**config.mk**
```make
export PLATFORM = sky130hd
export DESIGN_NAME = accumulator_sequencer
export DESIGN_NICKNAME = d
export VERILOG_FILES = /design/src/rtl/acc_pkg.sv /design/src/rtl/acc_flag_gen.sv /design/src/rtl/accumulator_sequencer.sv
export SDC_FILE = /design/constraint.sdc
export NUM_CORES = 1
export LEC_CHECK = 0
export BUFFER_PORTS_ARGS = -buffer_cell sky130_fd_sc_hd__buf_2
export CORE_MARGIN = 3
export CORE_UTILIZATION = 44
export CTS_CLUSTER_SIZE = 30
export DETAILED_ROUTE_END_ITERATION = 16
export MAX_ROUTING_LAYER = met4
export PLACE_DENSITY = 0.87
export SKIP_CTS_REPAIR_TIMING = 1
export SYNTH_ARGS = -nofsm -noshare
export SYNTH_HDL_FRONTEND = slang
export SYNTH_SLANG_ARGS = --single-unit
```
**constraint.sdc**
```tcl
create_clock -name clk -period 1.52 [get_ports clk]
set_clock_uncertainty 0.05 [all_clocks]
set_input_delay 0.076 -clock clk [delete_from_list [all_inputs] [get_ports clk]]
set_output_delay 0.076 -clock clk [all_outputs]
set_load 0.03 [all_outputs]
```
**src/rtl/acc_pkg.sv**
```systemverilog
// Shared definitions for the accumulator sequencer: command op encodings,
// FSM state encodings and the default data width.
package acc_pkg;

  localparam int ACC_WIDTH = 4;

  typedef enum logic [1:0] {
    OP_CLR  = 2'b00,
    OP_LOAD = 2'b01,
    OP_ADD  = 2'b10,
    OP_SUB  = 2'b11
  } op_t;

  typedef enum logic {
    ST_IDLE = 1'b0,
    ST_EXEC = 1'b1
  } state_t;

endpackage

```
**src/rtl/acc_flag_gen.sv**
```systemverilog
// Combinational flag/next-value generator for the accumulator.
// Optional feature macro: ACC_SATURATE_EN (saturate instead of modulo wrap).
// C and V always describe the raw adder result; Z follows the value written.
module acc_flag_gen
  import acc_pkg::*;
#(
  parameter int WIDTH = ACC_WIDTH
) (
  input  logic [WIDTH-1:0] a,
  input  logic [WIDTH-1:0] b,
  input  logic             sub,
  input  logic [WIDTH-1:0] result,
  input  logic             cout,
  output logic             z,
  output logic             c,
  output logic             v,
  output logic [WIDTH-1:0] next_acc
);

  logic [WIDTH-1:0] b_eff;

  // Raw flags plus the (optionally saturated) value destined for acc
  always_comb begin
    b_eff = sub ? ~b : b;
    c     = cout;
    v     = (a[WIDTH-1] == b_eff[WIDTH-1]) && (result[WIDTH-1] != a[WIDTH-1]);
`ifdef ACC_SATURATE_EN
    // ADD carry-out clamps high, SUB borrow (cout=0) clamps low
    if (!sub && cout)
      next_acc = {WIDTH{1'b1}};
    else if (sub && !cout)
      next_acc = '0;
    else
      next_acc = result;
`else
    next_acc = result;
`endif
    z = (next_acc == '0);
  end

endmodule

```
**src/rtl/accumulator_sequencer.sv**
```systemverilog
// Accumulator sequencer: accepts CLR/LOAD/ADD/SUB commands over valid/ready,
// drives an external combinational adder during EXEC and captures its
// result and status flags. Optional feature macro: ACC_SATURATE_EN
// (handled inside acc_flag_gen).
module accumulator_sequencer
  import acc_pkg::*;
#(
  parameter int WIDTH = ACC_WIDTH
) (
  input  logic             clk,
  input  logic             rst,
  input  logic             cmd_valid,
  output logic             cmd_ready,
  input  logic [1:0]       cmd_op,
  input  logic [WIDTH-1:0] cmd_operand,
  output logic [WIDTH-1:0] add_a,
  output logic [WIDTH-1:0] add_b,
  output logic             add_sub,
  input  logic [WIDTH-1:0] add_result,
  input  logic             add_cout,
  output logic [WIDTH-1:0] acc,
  output logic             flag_z,
  output logic             flag_c,
  output logic             flag_v,
  output logic             done
);

  state_t           state_reg, state_next;
  logic [WIDTH-1:0] op_reg, op_next;
  logic             sub_reg, sub_next;
  logic [WIDTH-1:0] acc_reg, acc_next;
  logic             z_reg, z_next;
  logic             c_reg, c_next;
  logic             v_reg, v_next;
  logic             done_reg, done_next;

  logic [WIDTH-1:0] gen_acc;
  logic             gen_z, gen_c, gen_v;

  acc_flag_gen #(.WIDTH(WIDTH)) u_flag_gen (
    .a        (add_a),
    .b        (add_b),
    .sub      (add_sub),
    .result   (add_result),
    .cout     (add_cout),
    .z        (gen_z),
    .c        (gen_c),
    .v        (gen_v),
    .next_acc (gen_acc)
  );

  // Adder is only driven while executing; quiet zeros otherwise
  always_comb begin
    cmd_ready = (state_reg == ST_IDLE);
    add_a     = (state_reg == ST_EXEC) ? acc_reg : '0;
    add_b     = (state_reg == ST_EXEC) ? op_reg  : '0;
    add_sub   = (state_reg == ST_EXEC) ? sub_reg : 1'b0;
    acc       = acc_reg;
    flag_z    = z_reg;
    flag_c    = c_reg;
    flag_v    = v_reg;
    done      = done_reg;
  end

  // Next-state and register-update decisions
  always_comb begin
    state_next = state_reg;
    op_next    = op_reg;
    sub_next   = sub_reg;
    acc_next   = acc_reg;
    z_next     = z_reg;
    c_next     = c_reg;
    v_next     = v_reg;
    done_next  = 1'b0;
    case (state_reg)
      ST_IDLE: begin
        if (cmd_valid) begin
          case (op_t'(cmd_op))
            OP_CLR: begin
              acc_next  = '0;
              z_next    = 1'b1;
              c_next    = 1'b0;
              v_next    = 1'b0;
              done_next = 1'b1;
            end
            OP_LOAD: begin
              acc_next  = cmd_operand;
              z_next    = (cmd_operand == '0);
              c_next    = 1'b0;
              v_next    = 1'b0;
              done_next = 1'b1;
            end
            default: begin
              op_next    = cmd_operand;
              sub_next   = (op_t'(cmd_op) == OP_SUB);
              state_next = ST_EXEC;
            end
          endcase
        end
      end
      ST_EXEC: begin
        acc_next   = gen_acc;
        z_next     = gen_z;
        c_next     = gen_c;
        v_next     = gen_v;
        done_next  = 1'b1;
        state_next = ST_IDLE;
      end
      default: state_next = ST_IDLE;
    endcase
  end

  // State and datapath registers; reset aborts any in-flight operation
  always_ff @(posedge clk or posedge rst) begin
    if (rst) begin
      state_reg <= ST_IDLE;
      op_reg    <= '0;
      sub_reg   <= 1'b0;
      acc_reg   <= '0;
      z_reg     <= 1'b1;
      c_reg     <= 1'b0;
      v_reg     <= 1'b0;
      done_reg  <= 1'b0;
    end else begin
      state_reg <= state_next;
      op_reg    <= op_next;
      sub_reg   <= sub_next;
      acc_reg   <= acc_next;
      z_reg     <= z_next;
      c_reg     <= c_next;
      v_reg     <= v_next;
      done_reg  <= done_next;
    end
  end

endmodule

```
==> summary.md, run 1 <==
| Metric | Value |
|---|---|
| Peak supply drop | `0.812 mV` |
| Critical Path End | `add_b[0]` |
| Mapped Cells | `58` |
| Routed len/inst | `14.3 um` |
| R2r worst-path depth | `3` |
| Router iterations before antenna repair | `4` |
| Area added between synthesis and finish | `36.1%` |
| Crit path capture type | `primary output` |
| Post-Syn Nets | `72` |
| Clock slew seen by the registers of the worst setup and hold paths | `0.08 ns` |
| Gr usage total | `19.4%` |
| Synth cell count leaders | `13 x dfrtp_1, 9 x and2_1, 6 x mux2_1` |
| Setup-failing EPs final | `0` |
| Via count | `582` |
| Fmax | `711 MHz` |
| Hpwl dp | `1.23 mm` |
| # port buffers | `31` |
| Fin crit share | `92.5%` |
| Final core occ | `68.0%` |
| Final hold violation count | `0` |
| Worst slew pin tran | `0.527 ns` |
| Setup TNS | `0 ns` |
| CTS tree | `done` |
| Seq. cell area | `352 um^2` |
| Slew Limit Headroom | `64.9%` |
| Total gr overflow | `0` |
| # diodes | `0` |
| Synth Register Bits | `14` |
| Die area | `0.00208 mm^2` |
| Layout cells sized above 1 | `42.7%` |
| Initial Utilization | `50.0%` |
| Yosys cell types | `24` |
| Status | `complete, no violations` |
| CP Launch Point | `state_reg$_DFF_PP0_` |
| Post-route minimum period | `1.41 ns` |
| Power Dens Cells | `1060 mW/mm^2` |
| Final RePlAce weighted congestion | `0.780` |
| Clk sinks | `14` |
| Worst-Skew Late Latency | `0.29 ns` |
| Post-DR vias/cell | `5.24` |
| CP Class | `reg2out` |
| Final ANT Viol Nets | `0` |
| Pin count of the biggest net entering global routing | `15` |
| Post-Layout Cell Count | `111` |
| Asr flop ratio synth | `100%` |
| Count leader, synth | `dfrtp_1` |
| Iteration-0 DRC Markers | `13` |
| Netlist Area Pre-Place | `691 um^2` |
| Post-synth EDFFs | `0` |
| Dpl cells | `103` |
| Layout filler cell count | `107` |
| Vias in the first global route | `564` |
| Max Cap Viol | `0` |
| Startpoint Class | `flip-flop` |
| Global-route wire length before repair | `2.70 mm` |
| # DRC | `0` |
| Initial antenna violation count | `0` |
| Hold Crit Class | `in2reg` |
| Yosys warns | `0` |
| Reg2reg end | `acc[0]$_DFFE_PP0P_` |
| Routed WL | `1.58 mm` |
| CORE AREA | `0.00138 mm^2` |
| RSZ-0062 raised after global routing | `no` |
| Worst EP arrival | `1.28 ns` |
| Top post-synthesis cells by area | `dfrtp_1 47%, mux2_1 9.8%, and2_1 8.2%, a22o_1 5.1%, a2111oi_4 4.0%` |
| Die Height | `45.6 um` |
| CTS HTree Levels | `1` |
| Pleak | `0.507 nW` |
| Clock Path Buffers | `2` |
| Post-route cell area | `940 um^2` |
| Crit-path max FO | `13` |
| Synth Area per Inst | `11.9 um^2` |
| # rows | `13` |
| Multi-input gate area | `312 um^2` |
| Data required time of the worst path | `1.39 ns` |
| Max Slew Vio Count | `0` |
| Reg2reg setup slack | `0.17 ns` |
| Root buf cell | `clkbuf_4` |
| Area leader, netlist | `dfrtp_1` |
| Nets | `111` |
| Yosys top cell area share | `47.1%` |
| Sequential share of the synthesized area | `50.9%` |
| Die W | `45.6 um` |
| R2r startpoint | `state_reg$_DFF_PP0_` |
| Ports | `32` |
| CTS Buf Count | `3` |
| Primary FF master, synth | `dfrtp_1` |
| Placed Area | `863 um^2` |
[critical path, stage by stage (launching register included)]
cell and delay, ns:
dfrtp_1 0.43, buf_4 0.22, and2_1 0.15, buf_2 0.19
[report_power, final]
group / switching (mW) / internal (mW) / total (mW)
Clock: 0.128 / 0.146 / 0.274
Combinational: 0.165 / 0.102 / 0.267
Sequential: 0.0314 / 0.426 / 0.457
[cell usage in the layout, fill, tap and decap left out, drive strengths merged]
cell,count
nor2,1
nor3,1
buf,32
xor2,1
mux2,6
nand2,1
a2111oi,1
dlygate4sd3,4
or4,1
nand3b,1
inv,5
clkbuf,4
a22o,4
dfrtp,13
nor4bb,1
nor4b,1
a21o,3
o21ai,1
dfstp,1
nand3,1
and2,9
nor2b,1
a221o,2
o21a,1
[how the worst min path moves through the flow]
stage	start	end	cells after the start
final	cmd_operand[1]	op_reg[1]$_DFFE_PP0P_	2
after detailed placement	rst	flag_v$_DFFE_PP0P_	2
after CTS	rst	acc[3]$_DFFE_PP0P_	2
after global placement	rst	flag_v$_DFFE_PP0P_	2
after global routing	cmd_operand[2]	op_reg[2]$_DFFE_PP0P_	2
after floorplan	rst	acc[0]$_DFFE_PP0P_	1
[stage by stage]
stage          worst slack (ns)  total power, mW  hold slack [ns]
2_1_floorplan            0.0757            0.637          -0.0855
3_3_place_gp              0.192            0.720           0.0815
3_5_place_dp              0.152            0.728           0.0972
4_1_cts                   0.101            0.998           -0.221
5_1_grt                  0.0200             1.05          0.00390
6_report                  0.113            0.999          0.00184
[kinds of logic (layout without fill, tap and decap cells)]
logic type | count (synthesis) | in the layout | share of synthesized area (%)
AOI/OAI and AO/OA | 12 | 12 | 17.0
DFF | 14 | 14 | 50.9
muxes | 6 | 6 | 9.78
and+or+nand+nor | 18 | 18 | 17.0
xor gates and xnor gates | 1 | 1 | 1.27
buffers and inverters | 7 | 45 | 3.98
[layer usage]
metal	vias up	GRT usage [%]	wire, um
met4	0	7.02	15
met3	2	7.51	165
met2	35	28.7	714
met1	261	23.9	688
met5	-	-	0
li1	284	-	-
[cell type report]
class / count / area share, %
Sequential cell: 14 / 37.4
Multi-Input combinational cell: 37 / 33.2
Timing Repair Buffer: 36 / 21.6
Clock buffer: 4 / 3.86
Inverter: 5 / 2.00
Tap cell: 15 / 2.00
No activity file was read; power rests on OpenSTA's default activity.
==> run 2, diff against run 1 <==
Settings changed: PLACE_DENSITY 0.87 to 0.86, SYNTH_HIERARCHICAL set to 1, TNS_END_PERCENT set to 1.
==> run 2 against run 1 <==
  * Critical path type unchanged
  * Utilization shrank 3.3 points
  * Largest power group unchanged
  * Final cell count down 1.8%
  * Synthesized area up 3.4%
==> summary.md, run 2 <==
| Metric | Value |
|---|---|
| Status | `complete, no violations (unchanged)` |
| Via count | `580 (was 582)` |
| CORE AREA | `0.00142 mm^2 (was 0.00138 mm^2)` |
| Hold Crit Class | `in2reg (unchanged)` |
| Layout cells sized above 1 | `52.1% (was 42.7%)` |
| Total gr overflow | `0 (unchanged)` |
| Yosys warns | `6 (was 0)` |
| Crit-path leading delay family | `flip-flops (unchanged)` |
| Max stage delay cell, worst path | `dfrtp_2 (was dfrtp_1)` |
| Peak supply drop | `0.603 mV (was 0.812 mV)` |
| Die area | `0.00214 mm^2 (was 0.00208 mm^2)` |
| Slowest stage delay, CP | `0.49 ns (was 0.43 ns)` |
| Dpl cells | `103 (unchanged)` |
| Critical path buffers and inverters | `2 (unchanged)` |
| CTS Buf Count | `3 (unchanged)` |
| # DRC | `0 (unchanged)` |
| Nets | `109 (was 111)` |
| Setup TNS | `0 ns (unchanged)` |
| Max Cap Viol | `0 (unchanged)` |
| Vias in the first global route | `592 (was 564)` |
| Max Slew Vio Count | `0 (unchanged)` |
| Synth Register Bits | `14 (unchanged)` |
| CTS HTree Levels | `1 (unchanged)` |
| Routed WL | `1.54 mm (was 1.58 mm)` |
| Final ANT Viol Nets | `0 (unchanged)` |
| Overall Power | `0.994 mW (was 0.999 mW)` |
| Post-Layout Cell Count | `109 (was 111)` |
| Die Height | `46.3 um (was 45.6 um)` |
| Synth cell count leaders | `13 x dfrtp_1, 9 x and2_1 (was 13 x dfrtp_1, 9 x and2_1, 6 x mux2_1)` |
| Ports | `32 (unchanged)` |
| Fmax | `714 MHz (was 711 MHz)` |
| Fin crit share | `92.2% (was 92.5%)` |
| Top post-synthesis cells by area | `dfrtp_1 46%, and2_1 7.9%, mux2_2 7.9%, a22o_1 6.1%, buf_4 5.3% (was dfrtp_1 47%, mux2_1 9.8%, and2_1 8.2%, a22o_1 5.1%, a2111oi_4 4.0%)` |
| # rows | `13 (unchanged)` |
| RSZ-0062 raised after global routing | `no (unchanged)` |
| Post-synth EDFFs | `0 (unchanged)` |
| CP Class | `reg2out (unchanged)` |
| Met3 wire len | `127 um (was 165 um)` |
| Asr flop ratio synth | `100% (unchanged)` |
| Post-DR vias/cell | `5.32 (was 5.24)` |
| Commonest cells after routing, fill and taps aside | `31 x buf_2, 12 x dfrtp_1, 6 x and2_1 (was 31 x buf_2, 13 x dfrtp_1, 9 x and2_1)` |
| Post-route minimum period | `1.40 ns (was 1.41 ns)` |
| Crit path cell chain | `buf_4, and2_1, buf_2 (unchanged)` |
| Count leader, synth | `dfrtp_1 (unchanged)` |
| Router iterations before antenna repair | `3 (was 4)` |
| Total length of routed met2 wires | `720 um (was 714 um)` |
| Power Dens Cells | `1090 mW/mm^2 (was 1060 mW/mm^2)` |
| Pin count of the biggest net entering global routing | `15 (unchanged)` |
| Sequential share of the synthesized area | `49.2% (was 50.9%)` |
| Area leader, netlist | `dfrtp_1 (unchanged)` |
| Clock slew seen by the registers of the worst setup and hold paths | `0.08 ns (about the same)` |
| Yosys top cell area share | `45.5% (was 47.1%)` |
| Final RePlAce weighted congestion | `0.874 (was 0.780)` |
| Initial Utilization | `50.5% (was 50.0%)` |
| # port buffers | `31 (unchanged)` |
| Worst slew pin tran | `0.534 ns (was 0.527 ns)` |
| Yosys cell types | `23 (was 24)` |
| Gr usage total | `17.6% (was 19.4%)` |
| Crit-path max FO | `12 (was 13)` |
| CTS tree | `done (unchanged)` |
| Startpoint Class | `flip-flop (unchanged)` |
| Routed len/inst | `14.1 um (was 14.3 um)` |
| Data required time of the worst path | `1.39 ns (about the same)` |
| WL met1 | `648 um (was 688 um)` |
| Top routing layer used | `met4 (unchanged)` |
| Clock Path Buffers | `2 (unchanged)` |
| Crit path capture type | `primary output (unchanged)` |
| Die W | `46.3 um (was 45.6 um)` |
| Final hold slack | `0.00716 ns (was 0.00184 ns)` |
| Primary FF master, synth | `dfrtp_1 (unchanged)` |
| Worst EP arrival | `1.28 ns (about the same)` |
| Mapped Cells | `62 (was 58)` |
| Initial antenna violation count | `0 (unchanged)` |
| Post-Syn Nets | `76 (was 72)` |
| Worst-Skew Late Latency | `0.28 ns (was 0.29 ns)` |
| Clk sinks | `14 (unchanged)` |
| Root buf cell | `clkbuf_4 (unchanged)` |
| Commonest non-fill, non-tap cell in the layout | `buf_2 (unchanged)` |
| Synth Area per Inst | `11.5 um^2 (was 11.9 um^2)` |
| Global-route wire length before repair | `2.57 mm (was 2.70 mm)` |
| Netlist Area Pre-Place | `714 um^2 (was 691 um^2)` |
| # diodes | `0 (unchanged)` |
| Slew Limit Headroom | `64.4% (was 64.9%)` |
| Iteration-0 DRC Markers | `9 (was 13)` |
| Pleak | `0.514 nW (was 0.507 nW)` |
| Hpwl dp | `1.17 mm (was 1.23 mm)` |
| Setup-failing EPs final | `0 (unchanged)` |
| Area added between synthesis and finish | `28.0% (was 36.1%)` |
| Final hold violation count | `0 (unchanged)` |
-- run 2: cell count changes in the layout (fill, tap and decap cells not counted), moves of 2 or more --
| cell | before | now |
|---|---|---|
| mux2_1 | 6 | 1 |
| and2_4 | 0 | 2 |
| inv_2 | 2 | 0 |
| a221o_1 | 2 | 0 |
| and2_1 | 9 | 6 |
| inv_1 | 3 | 5 |
| dlygate4sd3_1 | 4 | 2 |
| mux2_2 | 0 | 5 |
-- run 2: power by group --
| part | internal [mW] | switching (mW) | total, mW |
|---|---|---|---|
| sequential | 0.428 | 0.0304 | 0.458 |
| combinational | 0.109 | 0.160 | 0.268 |
| clock | 0.146 | 0.121 | 0.267 |
| total | 0.682 | 0.311 | 0.994 |
-- run 2: worst register-to-register path, cell delays in order, from the launching register on --
cell and delay, ns:
dfrtp_2 0.49, and2_4 0.19, xnor2_1 0.19, mux2i_1 0.11, a22o_1 0.23
-- run 2: cells by family (layout without fill, tap and decap cells) --
kind of cell,Yosys count,in the layout,share of synthesized area [%]
AO/OA/AOI/OAI,12,12,13.7
flip-flops,14,14,49.2
multiplexers,7,7,10.9
buffers and inverters,12,44,9.98
AND/OR/NAND/NOR,16,16,15.1
XOR/XNOR,1,1,1.23
-- run 2: layout make-up --
cell class	instances	area [um^2]
fillers	117	500
flip-flops and latches	14	353
clock buffers	4	36.3
multi-input cells	36	298
well taps	15	18.8
inverters	5	18.8
repair buffers	35	190
-- run 2: per-stage QoR --
| stage | cell area (um^2) | setup slack, ns | utilization, % |
|---|---|---|---|
| after detailed placement | 857 | 0.132 | 60.6 |
| after floorplan | 721 | 0.00630 | - |
| final | 915 | 0.119 | 64.6 |
| after global routing | 915 | 0.0419 | 64.6 |
| after global placement | 857 | 0.168 | 60.6 |
| after CTS | 893 | 0.0528 | 63.1 |
-- run 2: per-layer routing --
metal | vias to the layer above | track usage (%)
li1 | 277 | -
met1 | 271 | 21.4
met2 | 27 | 26.9
met3 | 5 | 3.13
met4 | 0 | 10.2
met5 | - | -
-- run 2: worst paths after layout --
kind | cells after the start | slack (ns) | startpoint | to
worst max-delay path | 3 | 0.12 | state_reg$_DFF_PP0_ | add_a[0]
worst min-delay path | 2 | 0.007 | cmd_operand[3] | op_reg[3]$_DFFE_PP0P_
worst max register to register | 4 | 0.16 | state_reg$_DFF_PP0_ | flag_v$_DFFE_PP0P_
worst min register to register | 1 | 0.44 | acc[3]$_DFFE_PP0P_ | acc[3]$_DFFE_PP0P_
max in group asynchronous | 3 | 0.72 | rst | state_reg$_DFF_PP0_
min in group asynchronous | 3 | 0.31 | rst | flag_v$_DFFE_PP0P_
==> run 3, diff against run 2 <==
Settings changed: ABC_AREA set to 1, CORE_UTILIZATION 44 to 46, PLACE_DENSITY 0.86 to 0.87.
==> run 3 against run 2 <==
  * Critical endpoint is now add_b[2]
  * Highest routed layer unchanged
  * Register-to-register slack improved by 0.12 ns
  * Critical path depth is 1 higher
  * Non-clock buffer count is 1 higher
  * Flip-flop and latch count unchanged
  * Synthesized cell count increased by 82%
  * Final cell count increased by 49%
  * The flow now finishes with violations (hold timing)
  * Sequential power about the same
==> summary.md, run 3 <==
| Metric | Value |
|---|---|
| Netlist Area Pre-Place | `803 um^2 (was 714 um^2)` |
| Gr usage total | `16.8% (was 17.6%)` |
| Post-DR vias/cell | `4.81 (was 5.32)` |
| Data required time of the worst path | `1.39 ns (about the same)` |
| Final ANT Viol Nets | `0 (unchanged)` |
| Placed Area | `932 um^2 (was 857 um^2)` |
| Post-Layout Cell Count | `162 (was 109)` |
| Power Dens Cells | `994 mW/mm^2 (was 1090 mW/mm^2)` |
| Setup TNS | `0 ns (unchanged)` |
| Total gr overflow | `0 (unchanged)` |
| Top post-synthesis cells by area | `dfrtp_1 40%, nand2_1 23%, inv_1 7.5%, buf_4 4.7%, nand3_1 3.7% (was dfrtp_1 46%, and2_1 7.9%, mux2_2 7.9%, a22o_1 6.1%, buf_4 5.3%)` |
| Die W | `47.8 um (was 46.3 um)` |
| # rows | `14 (was 13)` |
| Area added between synthesis and finish | `25.7% (was 28.0%)` |
| CTS tree | `done (unchanged)` |
| Pleak | `0.650 nW (was 0.514 nW)` |
| Via count | `780 (was 580)` |
| CP Class | `reg2out (unchanged)` |
| Initial antenna violation count | `0 (unchanged)` |
| Worst EP arrival | `1.24 ns (was 1.28 ns)` |
| Routed len/inst | `10.6 um (was 14.1 um)` |
| Max stage delay cell, worst path | `dfrtp_2 (unchanged)` |
| Layout filler cell count | `131 (was 117)` |
| Final RePlAce weighted congestion | `0.821 (was 0.874)` |
| Dpl cells | `154 (was 103)` |
| Synth cell count leaders | `49 x nand2_1, 16 x inv_1, 13 x dfrtp_1 (was 13 x dfrtp_1, 9 x and2_1)` |
| Die Height | `47.8 um (was 46.3 um)` |
| Post-route minimum period | `1.36 ns (was 1.40 ns)` |
| RSZ-0062 raised after global routing | `no (unchanged)` |
| Router iterations before antenna repair | `4 (was 3)` |
| Clk sinks | `14 (unchanged)` |
| Pin count of the biggest net entering global routing | `15 (unchanged)` |
| Initial Utilization | `51.0% (was 50.5%)` |
| # DRC | `0 (unchanged)` |
| Worst-Skew Late Latency | `0.27 ns (was 0.28 ns)` |
| Startpoint Class | `flip-flop (unchanged)` |
| Yosys top cell area share | `40.5% (was 45.5%)` |
| Post-route cell area | `0.00101 mm^2 (was 915 um^2)` |
| Sequential share of the synthesized area | `43.8% (was 49.2%)` |
| Commonest cells after routing, fill and taps aside | `49 x nand2_1, 31 x buf_2, 16 x inv_1 (was 31 x buf_2, 12 x dfrtp_1, 6 x and2_1)` |
| Final hold violation count | `3 (was 0)` |
| Setup-failing EPs final | `0 (unchanged)` |
| Max Slew Vio Count | `0 (unchanged)` |
| Worst slew pin tran | `0.530 ns (was 0.534 ns)` |
| Area leader, netlist | `dfrtp_1 (unchanged)` |
| Hold Crit Class | `in2reg (unchanged)` |
| Max Cap Viol | `0 (unchanged)` |
| # diodes | `0 (unchanged)` |
| # port buffers | `31 (unchanged)` |
| Vias in the first global route | `665 (was 592)` |
| Ports | `32 (unchanged)` |
| Slew Limit Headroom | `64.6% (was 64.4%)` |
| Mapped Cells | `113 (was 62)` |
| Crit path capture type | `primary output (unchanged)` |
| Slowest stage delay, CP | `0.45 ns (was 0.49 ns)` |
| Commonest non-fill, non-tap cell in the layout | `nand2_1 (was buf_2)` |
| CTS HTree Levels | `1 (unchanged)` |
| Synth Area per Inst | `7.11 um^2 (was 11.5 um^2)` |
| Status | `complete, but fails checks (was complete, no violations)` |
| Final hold slack | `-0.0133 ns (was 0.00716 ns)` |
| Clock slew seen by the registers of the worst setup and hold paths | `0.09 ns (was 0.08 ns)` |
| Yosys cell types | `17 (was 23)` |
| Crit-path max FO | `13 (was 12)` |
| Primary FF master, synth | `dfrtp_1 (unchanged)` |
| Fmax | `733 MHz (was 714 MHz)` |
| Hpwl dp | `1.28 mm (was 1.17 mm)` |
| Clock Path Buffers | `2 (unchanged)` |
| Failing checks | `hold timing` |
| Post-Syn Nets | `127 (was 76)` |
| Nets | `161 (was 109)` |
| Post-synth EDFFs | `0 (unchanged)` |
| Asr flop ratio synth | `100% (unchanged)` |
| Layout cells sized above 1 | `32.2% (was 52.1%)` |
| CORE AREA | `0.00158 mm^2 (was 0.00142 mm^2)` |
| CTS Buf Count | `3 (unchanged)` |
| Die area | `0.00228 mm^2 (was 0.00214 mm^2)` |
| Synth Register Bits | `14 (unchanged)` |
| Crit path cell chain | `buf_4, nand2_1, inv_1, buf_2 (was buf_4, and2_1, buf_2)` |
| Fin crit share | `89.8% (was 92.2%)` |
| Global-route wire length before repair | `2.62 mm (was 2.57 mm)` |
| Yosys warns | `6 (unchanged)` |
| Iteration-0 DRC Markers | `13 (was 9)` |
| Root buf cell | `clkbuf_4 (unchanged)` |
| Routed WL | `1.72 mm (was 1.54 mm)` |
| Peak supply drop | `0.542 mV (was 0.603 mV)` |
| Count leader, synth | `nand2_1 (was dfrtp_1)` |
run 3: cell types whose count changed in the layout (fill, tap and decap cells not counted), moves of 4 or more:
cell     before  now
and2_1        6    0
nor2_1        0    8
mux2_2        5    0
a22o_1        5    0
a21o_1        4    0
nand2_1       0   49
nand4_1       0    4
nand3_1       1    6
inv_1         5   16
run 3: logic make-up after synthesis:
logic type    after synthesis  synth area share, %
buf+inv                    26                 16.2
flops                      14                 43.8
simple gates               73                 40.0
run 3: worst paths after layout:
path / start / end / slack (ns) / cells past startpoint
max: state_reg$_DFF_PP0_ / add_b[2] / 0.16 / 4
min: cmd_operand[1] / op_reg[1]$_DFFE_PP0P_ / -0.01 / 3
max reg2reg: state_reg$_DFF_PP0_ / acc[1]$_DFFE_PP0P_ / 0.28 / 4
min reg2reg: flag_z$_DFFE_PP1P_ / flag_z$_DFFE_PP1P_ / 0.42 / 2
max in group asynchronous: rst / state_reg$_DFF_PP0_ / 0.71 / 3
min in group asynchronous: rst / op_reg[1]$_DFFE_PP0P_ / 0.33 / 3
run 3: through the flow:
stage          util (%)  setup WS (ns)  hold slack [ns]  power, mW
3_3_place_gp       59.1          0.350           0.0770      0.732
5_1_grt            64.0         0.0647         0.000209       1.06
3_5_place_dp       59.1          0.312           0.0890      0.738
6_report           64.0          0.155          -0.0133       1.00
2_1_floorplan         -          0.100          -0.0855      0.657
4_1_cts            61.4         0.0805           -0.209       1.00
run 3: worst max-delay path, delay by kind of cell, from the launching register on:
| family | cells | cell delay [ns] |
|---|---|---|
| DFF | 1 | 0.45 |
| and+or+nand+nor | 1 | 0.08 |
| buffers and inverters | 3 | 0.44 |
run 3: layout make-up:
| type | count | area, um^2 | share of cell area (%) |
|---|---|---|---|
| Sequential cell | 14 | 353 | 34.9 |
| Clock buffer | 4 | 36.3 | 3.59 |
| Tap cell | 16 | 20.0 | 1.98 |
| Timing Repair Buffer | 36 | 203 | 20.1 |
| Inverter | 19 | 76.3 | 7.56 |
| Multi-Input combinational cell | 73 | 322 | 31.8 |
run 3: power breakdown:
| group | leakage, nW | internal (mW) | switching [mW] | total, mW |
|---|---|---|---|---|
| combinational | 0.456 | 0.0899 | 0.193 | 0.283 |
| clock | 0.0210 | 0.145 | 0.120 | 0.265 |
| sequential | 0.173 | 0.426 | 0.0302 | 0.456 |
| total | 0.650 | 0.661 | 0.343 | 1.00 |
run 3: metal layers:
| metal | vias to the layer above | routed length, um | GRT usage (%) |
|---|---|---|---|
| met2 | 34 | 866 | 30.9 |
| met1 | 348 | 742 | 17.8 |
| met4 | 0 | 21 | 5.91 |
| li1 | 396 | - | - |
| met5 | - | 0 | - |
| met3 | 2 | 89 | 2.63 |
